<file path="src/rtl/clkdiv_pkg.sv">
// Shared types and helpers for the multi-channel clock divider (clkdiv_multi).
package clkdiv_pkg;

    typedef enum logic {
        IDLE = 1'b0,
        RUN  = 1'b1
    } chan_state_e;

    // Smallest legal divisor; a period needs at least one low and one high cycle.
    localparam int unsigned CFG_MIN_N = 2;

    function automatic int ch_w(input int channels);
        return (channels > 1) ? $clog2(channels) : 1;
    endfunction

endpackage

</file>
<file path="src/rtl/clkdiv_chan.sv">
// One divider channel: active/shadow (N,H) config, modulo-N counter, registered output.
// CLKDIV_TICK_EN adds a registered period-boundary tick; otherwise tick is tied low.
module clkdiv_chan
    import clkdiv_pkg::*;
#(
    parameter int WIDTH = 16,
    parameter int DEF_N = 3,
    parameter int DEF_H = 2
) (
    input  logic             clock,
    input  logic             reset,
    input  logic             enable,
    input  logic             wr_en,
    input  logic [WIDTH-1:0] wr_n,
    input  logic [WIDTH-1:0] wr_h,
    output logic             clock_p,
    output logic             tick
);

    typedef struct packed {
        logic [WIDTH-1:0] n;
        logic [WIDTH-1:0] h;
    } cfg_t;

    localparam cfg_t DEF_CFG = '{n: WIDTH'(DEF_N), h: WIDTH'(DEF_H)};

    chan_state_e      r_state;
    chan_state_e      w_state_nxt;
    cfg_t             r_act;
    cfg_t             w_act_nxt;
    cfg_t             r_shd;
    cfg_t             w_shd_nxt;
    logic             r_pend;
    logic             w_pend_nxt;
    logic [WIDTH-1:0] r_cnt;
    logic [WIDTH-1:0] w_cnt_nxt;
    logic             r_clk;
    logic             w_clk_nxt;
    logic             w_wrap;

    assign w_wrap = (r_cnt == (r_act.n - WIDTH'(1)));

    always_comb begin
        w_state_nxt = r_state;
        w_act_nxt   = r_act;
        w_shd_nxt   = r_shd;
        w_pend_nxt  = r_pend;
        w_cnt_nxt   = '0;
        w_clk_nxt   = 1'b0;
        case (r_state)
            IDLE: begin
                if (r_pend) begin
                    w_act_nxt  = r_shd;
                    w_pend_nxt = 1'b0;
                end
                if (enable) begin
                    w_state_nxt = RUN;
                end
            end
            RUN: begin
                if (!enable) begin
                    w_state_nxt = IDLE;
                end else begin
                    w_clk_nxt = (r_cnt >= (r_act.n - r_act.h));
                    if (w_wrap) begin
                        if (r_pend) begin
                            w_act_nxt  = r_shd;
                            w_pend_nxt = 1'b0;
                        end
                    end else begin
                        w_cnt_nxt = r_cnt + WIDTH'(1);
                    end
                end
            end
        endcase
        // Applied after the commit so a write landing on a wrap stays pending for the next one.
        if (wr_en) begin
            w_shd_nxt  = '{n: wr_n, h: wr_h};
            w_pend_nxt = 1'b1;
        end
    end

    always_ff @(posedge clock) begin
        if (reset) begin
            r_state <= IDLE;
            r_act   <= DEF_CFG;
            r_shd   <= DEF_CFG;
            r_pend  <= 1'b0;
            r_cnt   <= '0;
            r_clk   <= 1'b0;
        end else begin
            r_state <= w_state_nxt;
            r_act   <= w_act_nxt;
            r_shd   <= w_shd_nxt;
            r_pend  <= w_pend_nxt;
            r_cnt   <= w_cnt_nxt;
            r_clk   <= w_clk_nxt;
        end
    end

    assign clock_p = r_clk;

`ifdef CLKDIV_TICK_EN
    logic r_tick;

    always_ff @(posedge clock) begin
        if (reset) begin
            r_tick <= 1'b0;
        end else begin
            r_tick <= (r_state == RUN) && enable && w_wrap;
        end
    end

    assign tick = r_tick;
`else
    assign tick = 1'b0;
`endif

endmodule

</file>
<file path="src/rtl/clkdiv_multi.sv">
// Multi-channel programmable clock divider: config decode, cfg_err, and CHANNELS clkdiv_chan.
// Optional per-channel tick output is enabled by defining CLKDIV_TICK_EN.
module clkdiv_multi
    import clkdiv_pkg::*;
#(
    parameter int WIDTH    = 16,
    parameter int CHANNELS = 4,
    parameter int DEF_N    = 3,
    parameter int DEF_H    = 2
) (
    input  logic                          clock,
    input  logic                          reset,
    input  logic [CHANNELS-1:0]           enable,
    input  logic                          cfg_load,
    input  logic [ch_w(CHANNELS)-1:0]     cfg_ch,
    input  logic [WIDTH-1:0]              cfg_n,
    input  logic [WIDTH-1:0]              cfg_h,
    output logic                          cfg_err,
    output logic [CHANNELS-1:0]           clock_p,
    output logic [CHANNELS-1:0]           tick
);

    localparam logic [31:0] CH_LIM = CHANNELS;

    logic                w_n_ok;
    logic                w_h_ok;
    logic                w_ch_ok;
    logic                w_accept;
    logic [CHANNELS-1:0] w_wr;
    logic                r_err;

    // H <= N-1 is written as H < N to avoid wrapping when N is 0.
    assign w_n_ok   = (cfg_n >= WIDTH'(CFG_MIN_N));
    assign w_h_ok   = (cfg_h != '0) && (cfg_h < cfg_n);
    assign w_ch_ok  = (32'(cfg_ch) < CH_LIM);
    assign w_accept = w_n_ok && w_h_ok && w_ch_ok;

    always_comb begin
        w_wr = '0;
        for (int unsigned k = 0; k < CHANNELS; k++) begin
            w_wr[k] = cfg_load && w_accept && (32'(cfg_ch) == k);
        end
    end

    always_ff @(posedge clock) begin
        if (reset) begin
            r_err <= 1'b0;
        end else begin
            r_err <= cfg_load && !w_accept;
        end
    end

    assign cfg_err = r_err;

    for (genvar g = 0; g < CHANNELS; g++) begin : g_chan
        clkdiv_chan #(
            .WIDTH (WIDTH),
            .DEF_N (DEF_N),
            .DEF_H (DEF_H)
        ) u_chan (
            .clock   (clock),
            .reset   (reset),
            .enable  (enable[g]),
            .wr_en   (w_wr[g]),
            .wr_n    (cfg_n),
            .wr_h    (cfg_h),
            .clock_p (clock_p[g]),
            .tick    (tick[g])
        );
    end

endmodule
</file>
<file path="config.mk">
export PLATFORM = sky130hd
export DESIGN_NAME = clkdiv_multi
export DESIGN_NICKNAME = d
export VERILOG_FILES = /design/src/rtl/clkdiv_pkg.sv /design/src/rtl/clkdiv_chan.sv /design/src/rtl/clkdiv_multi.sv
export SDC_FILE = /design/constraint.sdc
export NUM_CORES = 1
export LEC_CHECK = 0
export BUFFER_PORTS_ARGS = -buffer_cell sky130_fd_sc_hd__buf_2
export CAP_MARGIN = 20
export CORE_MARGIN = 4
export CORE_UTILIZATION = 57
export CTS_CLUSTER_DIAMETER = 50
export DETAILED_ROUTE_END_ITERATION = 10
export HOLD_SLACK_MARGIN = 0.06
export PLACE_DENSITY = 0.76
export RECOVER_POWER = 100
export SYNTH_ARGS = -nofsm -noshare
export SYNTH_HDL_FRONTEND = slang
export SYNTH_SLANG_ARGS = --single-unit
</file>
<file path="constraint.sdc">
create_clock -name clock -period 3.45 [get_ports clock]
set_input_delay 0.69 -clock clock [delete_from_list [all_inputs] [get_ports clock]]
set_output_delay 0.69 -clock clock [all_outputs]
set_load 0.005 [all_outputs]
</file>
* Yosys cells after proc, flatten, opt, wreduce, memory -nomap -nowiden
Cells that the tools add are included.
** Operators by class
- Reduce and logical (&&, ||, !) cells :: 27
- Muxes and demuxes :: 36
- Magnitude comparators :: 6
- $mul :: 0
- Add/subtract/negate cells :: 12
- Bitwise gates (word level) :: 8
- Equality and inequality tests :: 23
- Shifts and indexed selects :: 0
- Divide/modulo/power cells :: 0
** Operators with widths (count)
- 2-to-1 mux 32 bit :: 12
- case mux 32 bit (2 select lines) :: 4
- adder 16 x 1 -> 16 bit, second input constant :: 4
- equality test 16 bit :: 4
- >= comparator 16 bit :: 4
- subtractor 16 x 1 -> 16 bit, second input constant :: 4
- subtractor 16 bit :: 4
- != test 3 x 2 -> 1 bit, second input constant :: 8
- >= comparator 16 x 2 -> 1 bit, second input constant :: 1
- less-than comparator 16 bit :: 1
- 2-to-1 mux 1 bit :: 16
- != test 2 bit, second input constant :: 8
- AND reduction 2 bit :: 8
- nonzero test 16 bit :: 1
- OR reduction 4 bit :: 4
- OR reduction 3 bit :: 4
- logical AND 1 bit :: 8
- NOT 1 bit :: 8
- case mux 1 bit (2 select lines) :: 4
- equality test 2 bit, second input constant :: 2
- equality test 2 x 1 -> 1 bit, second input constant :: 1
- zero test 2 bit :: 1
- zero test 1 bit :: 1
** Storage, ports and cells
- Bits in registers :: 333
- Output and inout port bits :: 9
- Memories kept :: 0
- Bits in latches :: 0
- Memory bits (read-only) :: 0
- RAM bits :: 0

* Longest topological paths before layout
- Depth after elaboration :: 7
- Depth in mapped cells :: 19
- Mapped depth without buffers :: 19

* Hierarchy
From an unflattened synthesis, not the netlist that was laid out.
** Unflattened totals
- Cell total of the unflattened synthesis :: 2221
- Area total of the unflattened synthesis :: 19591.3 µm²
** By module, submodules not included
- clkdiv_chan at g_chan[0].u_chan ... :: instances 3, cells each 534, area each 4723.3 µm²
- clkdiv_chan at g_chan[1].u_chan :: instances 1, cells each 546, area each 4888.4 µm²
- clkdiv_multi :: instances 1, cells each 73, area each 533.0 µm²

* Worst setup path after synthesis
No wires, ideal clock.
- Path kind :: reg2reg
- Start point :: reg g_chan[1].u_chan.r_act[16] in the netlist's numbering
- End point :: reg g_chan[1].u_chan.r_clk
- Clock period less this slack :: 3.440 ns
- Setup slack :: 0.010 ns
- Stages on the path, launching flop included :: 18
- Setup time :: 0.122 ns
- Required time :: 3.328 ns
- Arrival :: 3.318 ns
- Cell sequence :: dfxtp_1 -> inv_1 -> ha_1 -> inv_1 -> fa_1 -> a21o_1 -> a21oi_1 -> nor2b_1 -> o21a_1 -> o41ai_1 -> o2111ai_1 -> a21oi_1 -> xor2_1 -> ha_1 -> nor2b_1 -> o21ai_0 -> a21oi_1 -> o21bai_1
** Between the ends
- Longest elaborated chain between the ends :: 2
** Ends and longest elaborated chain
- start: declaration :: line clkdiv_chan.sv:29 : cfg_t r_act;
- start signal: assignment :: line clkdiv_chan.sv:93 : r_act <= w_act_nxt;
- subtractor 16 bit :: line clkdiv_chan.sv:64 : w_clk_nxt = (r_cnt >= (r_act.n - r_act.h));
- >= comparator 16 bit :: line clkdiv_chan.sv:64
- end signal: assignment :: line clkdiv_chan.sv:97 : r_clk <= w_clk_nxt;
- end: declaration :: line clkdiv_chan.sv:37 : logic r_clk;
No other way between the ends.
A chain may end at the register's enable or synchronous reset.

* Worst setup path after layout
Ends and elaborated chain as after synthesis.

==> flow_summary.json <==
{
  "syn_to_final_growth_pct": 15.1,
  "p_leak_uw": 0.00870,
  "layout-drive-gt1-share_pct": 11.3,
  "synth_top_area_share_pct": 35.8,
  "finalCriticalPeriod_ns": 3.32,
  "start_util_pct": 58.5,
  "layout_worst_path_cycle_share_pct": 96.1,
  "start_kind": "flip-flop",
  "endpoint_kind": "flip-flop",
  "p_per_area_nw_per_um2": 422,
  "vias_per_cell": 5.71,
  "first_pass_iters": 7,
  "clock_latency_ns": 0.54,
  "track_usage_pct": 25.1,
  "cts.clk_slew.worst_paths_ns": 0.06,
  "whs_ns": 0.441,
  "path_cells": "inv_2 -> ha_4 -> inv_2 -> fa_2 -> a21o_1 -> a21oi_2 -> nor2b_1 -> o21a_1 -> o41ai_2 -> buf_4 -> o2111ai_2 -> a21oi_2 -> xor2_1 -> ha_1 -> nor2b_1 -> o21ai_1 -> a21oi_1 -> o21bai_1",
  "max-cap-violations": 0,
  "worstHoldStart": "enable[2]",
  "cts_buffers": 38,
  "worstReg2RegStart": "g_chan[1].u_chan.r_act[16]$_SDFFE_PP1P_",
  "ys_ff_latch": 333,
  "ys.flop_type": "dfxtp_1",
  "postSynthCellCount": 2110,
  "synth_async_sr_flop_share_pct": 0,
  "slew_viol_final": 0,
  "dp.cells": 2581,
  "finalWeightedCongestion": 0.873,
  "crit_start": "g_chan[1].u_chan.r_act[16]$_SDFFE_PP1P_",
  "grt_pass1_wl_mm": 74.5,
  "crit_required_ns": 3.85,
  "rsz0062_at_grt": "true",
  "antenna_found_initial": 1,
  "drc": 0,
  "core_um2": 31900,
  "wl_per_cell_um": 17.4,
  "post-dp-hpwl_mm": 32.1,
  "cts_htree_levels": 2,
  "min_path_type": "in2reg",
  "crit_slowest_cell": "fa_2",
  "critical-path-max-stage-delay_ns": 0.39,
  "crit_type": "reg2reg",
  "synth_cell_types": 71,
  "rows": 65,
  "vias": 15194,
  "io_buffers": 45,
  "cts_sinks": 333,
  "synth_edf_count": 0,
  "setup_viol": 0,
  "worst_pin_slew_ns": 1.03,
  "fill_cells": 2498,
  "final_core_util_pct": 67.3,
  "grt_pass1_vias": 14579,
  "outcome": "complete, no violations",
  "root_buffer": "clkbuf_16",
  "syn_avg_cell_area_um2": 8.84,
  "irDropWorstVdd_v": 0.000377,
  "max_freq_mhz": 302,
  "yosys.area.top_type": "dfxtp_1",
  "cts_tree": "yes",
  "wl_met3_mm": 2.66,
  "fin_worst_skew_ns": 0.0171,
  "final_hold_viol_count": 0,
  "ys_seq_area_share_pct": 35.8,
  "nets": 2390,
  "worst-path-max-fanout": 3,
  "ioPinCount": 50,
  "detail-route-antenna-nets": 0,
  "fin_cells": 2662,
  "clockBufferDepth": 3,
  "die_w_um": 189,
  "arrival_ns": 3.72,
  "syn-cell-area_um2": 18600,
  "grt_start_max_net_pins": 94,
  "grt-ovfl-total": 0,
  "yosys-top-cells-area": "dfxtp_1 36%, mux2i_1 13%, ha_1 9.9%, nor2_1 7.4%, xnor2_1 5.0%",
  "die-area_um2": 35700,
  "wl_met1_mm": 21.0,
  "dr_wl_met2_mm": 20.9,
  "ys_warn_count": 0,
  "dr.first_iter.drc_count": 1051,
  "slew_headroom_pct": 31.6,
  "fp.dieH_um": 189,
  "hold_buffers": 0,
  "top_layer": "met4",
  "wirelength_mm": 46.4
}
==> sequential cells by signal, summed over array words and instances (netlist names) <==
register / flops
cfg_err: 1
g_chan.u_chan.clock_p: 4
g_chan.u_chan.r_act: 128
g_chan.u_chan.r_cnt: 64
g_chan.u_chan.r_pend: 4
g_chan.u_chan.r_shd: 128
g_chan.u_chan.r_state: 4
==> cells in the mapped netlist (40+ instances only) <==
master and n:
xnor2_1 107, mux2i_1 245, xor2_1 80, inv_1 130, nor3_1 44, clkbuf_1 51
a21o_1 40, nor2_1 367, a21oi_1 62, dfxtp_1 333, nand2_1 81, o21ai_0 40
nand3_1 61, ha_1 147
==> repair_timing <==
item	4_1_cts	5_1_grt
resized for setup	13	47
buffers inserted	1	9
pin swaps	4	27
gates cloned	0	2
endpoints found under the setup margin	3	33
==> critical path, delay by kind of cell, from the launching register on <==
kind,cells,cell delay [ns]
xor+xnor,1,0.17
simple gates,2,0.20
fa+ha+maj,3,0.78
buf+inv,3,0.29
flops,1,0.32
compound gates,9,1.43
==> layout make-up <==
class | instances | area [µm²] | share of cell area [%]
Inverter | 131 | 492 | 2.29
Tap cell | 435 | 544 | 2.54
Timing Repair Buffer | 128 | 1010 | 4.71
Sequential cell | 333 | 6670 | 31.1
Clock buffer | 46 | 1040 | 4.86
Multi-Input combinational cell | 1566 | 11400 | 53.0
Antenna cell | 1 | 2.50 | 0.0117
Clock inverter | 22 | 332 | 1.55
==> power by group <==
| part | switching, µW | leakage, µW | internal (µW) |
|---|---|---|---|
| registers | 35.8 | 0.00269 | 3900 |
| clock network | 1690 | 0.000662 | 2700 |
| logic | 425 | 0.00535 | 308 |
| total | 2150 | 0.00870 | 6910 |
==> worst paths after layout <==
check	endpoint	slack, ns	cells after the start
max	g_chan[1].u_chan.clock_p$_SDFF_PP0_	0.13	18
min	g_chan[2].u_chan.r_state$_SDFF_PP0_	0.44	3
max reg2reg	g_chan[1].u_chan.clock_p$_SDFF_PP0_	0.13	18
min reg2reg	g_chan[2].u_chan.r_shd[16]$_SDFFE_PP1P_	0.48	2
==> cell usage in the layout (no fill, tap or decap), drive strengths merged, types with 22 or more instances in the layout <==
cell type	netlist	layout
nand3	61	61
ha	147	147
mux2i	245	245
xnor2	107	107
o21ai	40	40
o211ai	22	22
buf	32	127
clkbuf	51	47
nand2	81	81
and3	29	29
dfxtp	333	333
nor2	367	367
xor2	80	80
nor3	44	44
inv	130	133
a21oi	62	62
a21o	40	40
nor4	24	24
==> cell families (layout without fill, tap and decap cells) <==
logic type                 after synthesis  in the layout  share of synthesized area [%]
buffers and inverters                  214            327                           4.83
AOI/OAI and AO/OA                      267            267                           9.64
adders and majority gates              151            151                           10.3
and+or+nand+nor                        711            711                           17.5
xor gates and xnor gates               187            187                           8.79
DFF                                    333            333                           35.8
muxes                                  246            246                           13.2
other                                    1              5                         0.0201
==> metal layers <==
metal	vias up	track usage, %
met4	0	9.64
met5	-	0
li1	7487	-
met3	109	3.95
met1	7213	34.3
met2	385	40.1
==> stage by stage <==
stage               total power, µW  setup slack [ns]  instance area, µm²  setup TNS [ns]
floorplan                      4460           0.00986               18700               0
global placement               4690            0.0385               19800               0
detailed placement             4710            -0.159               19800          -0.255
CTS                            9090          0.000828               21200               0
global route                   9370           -0.0621               21500          -0.188
finish                         9060             0.134               21500               0
No activity file was read; power rests on OpenSTA's default activity.
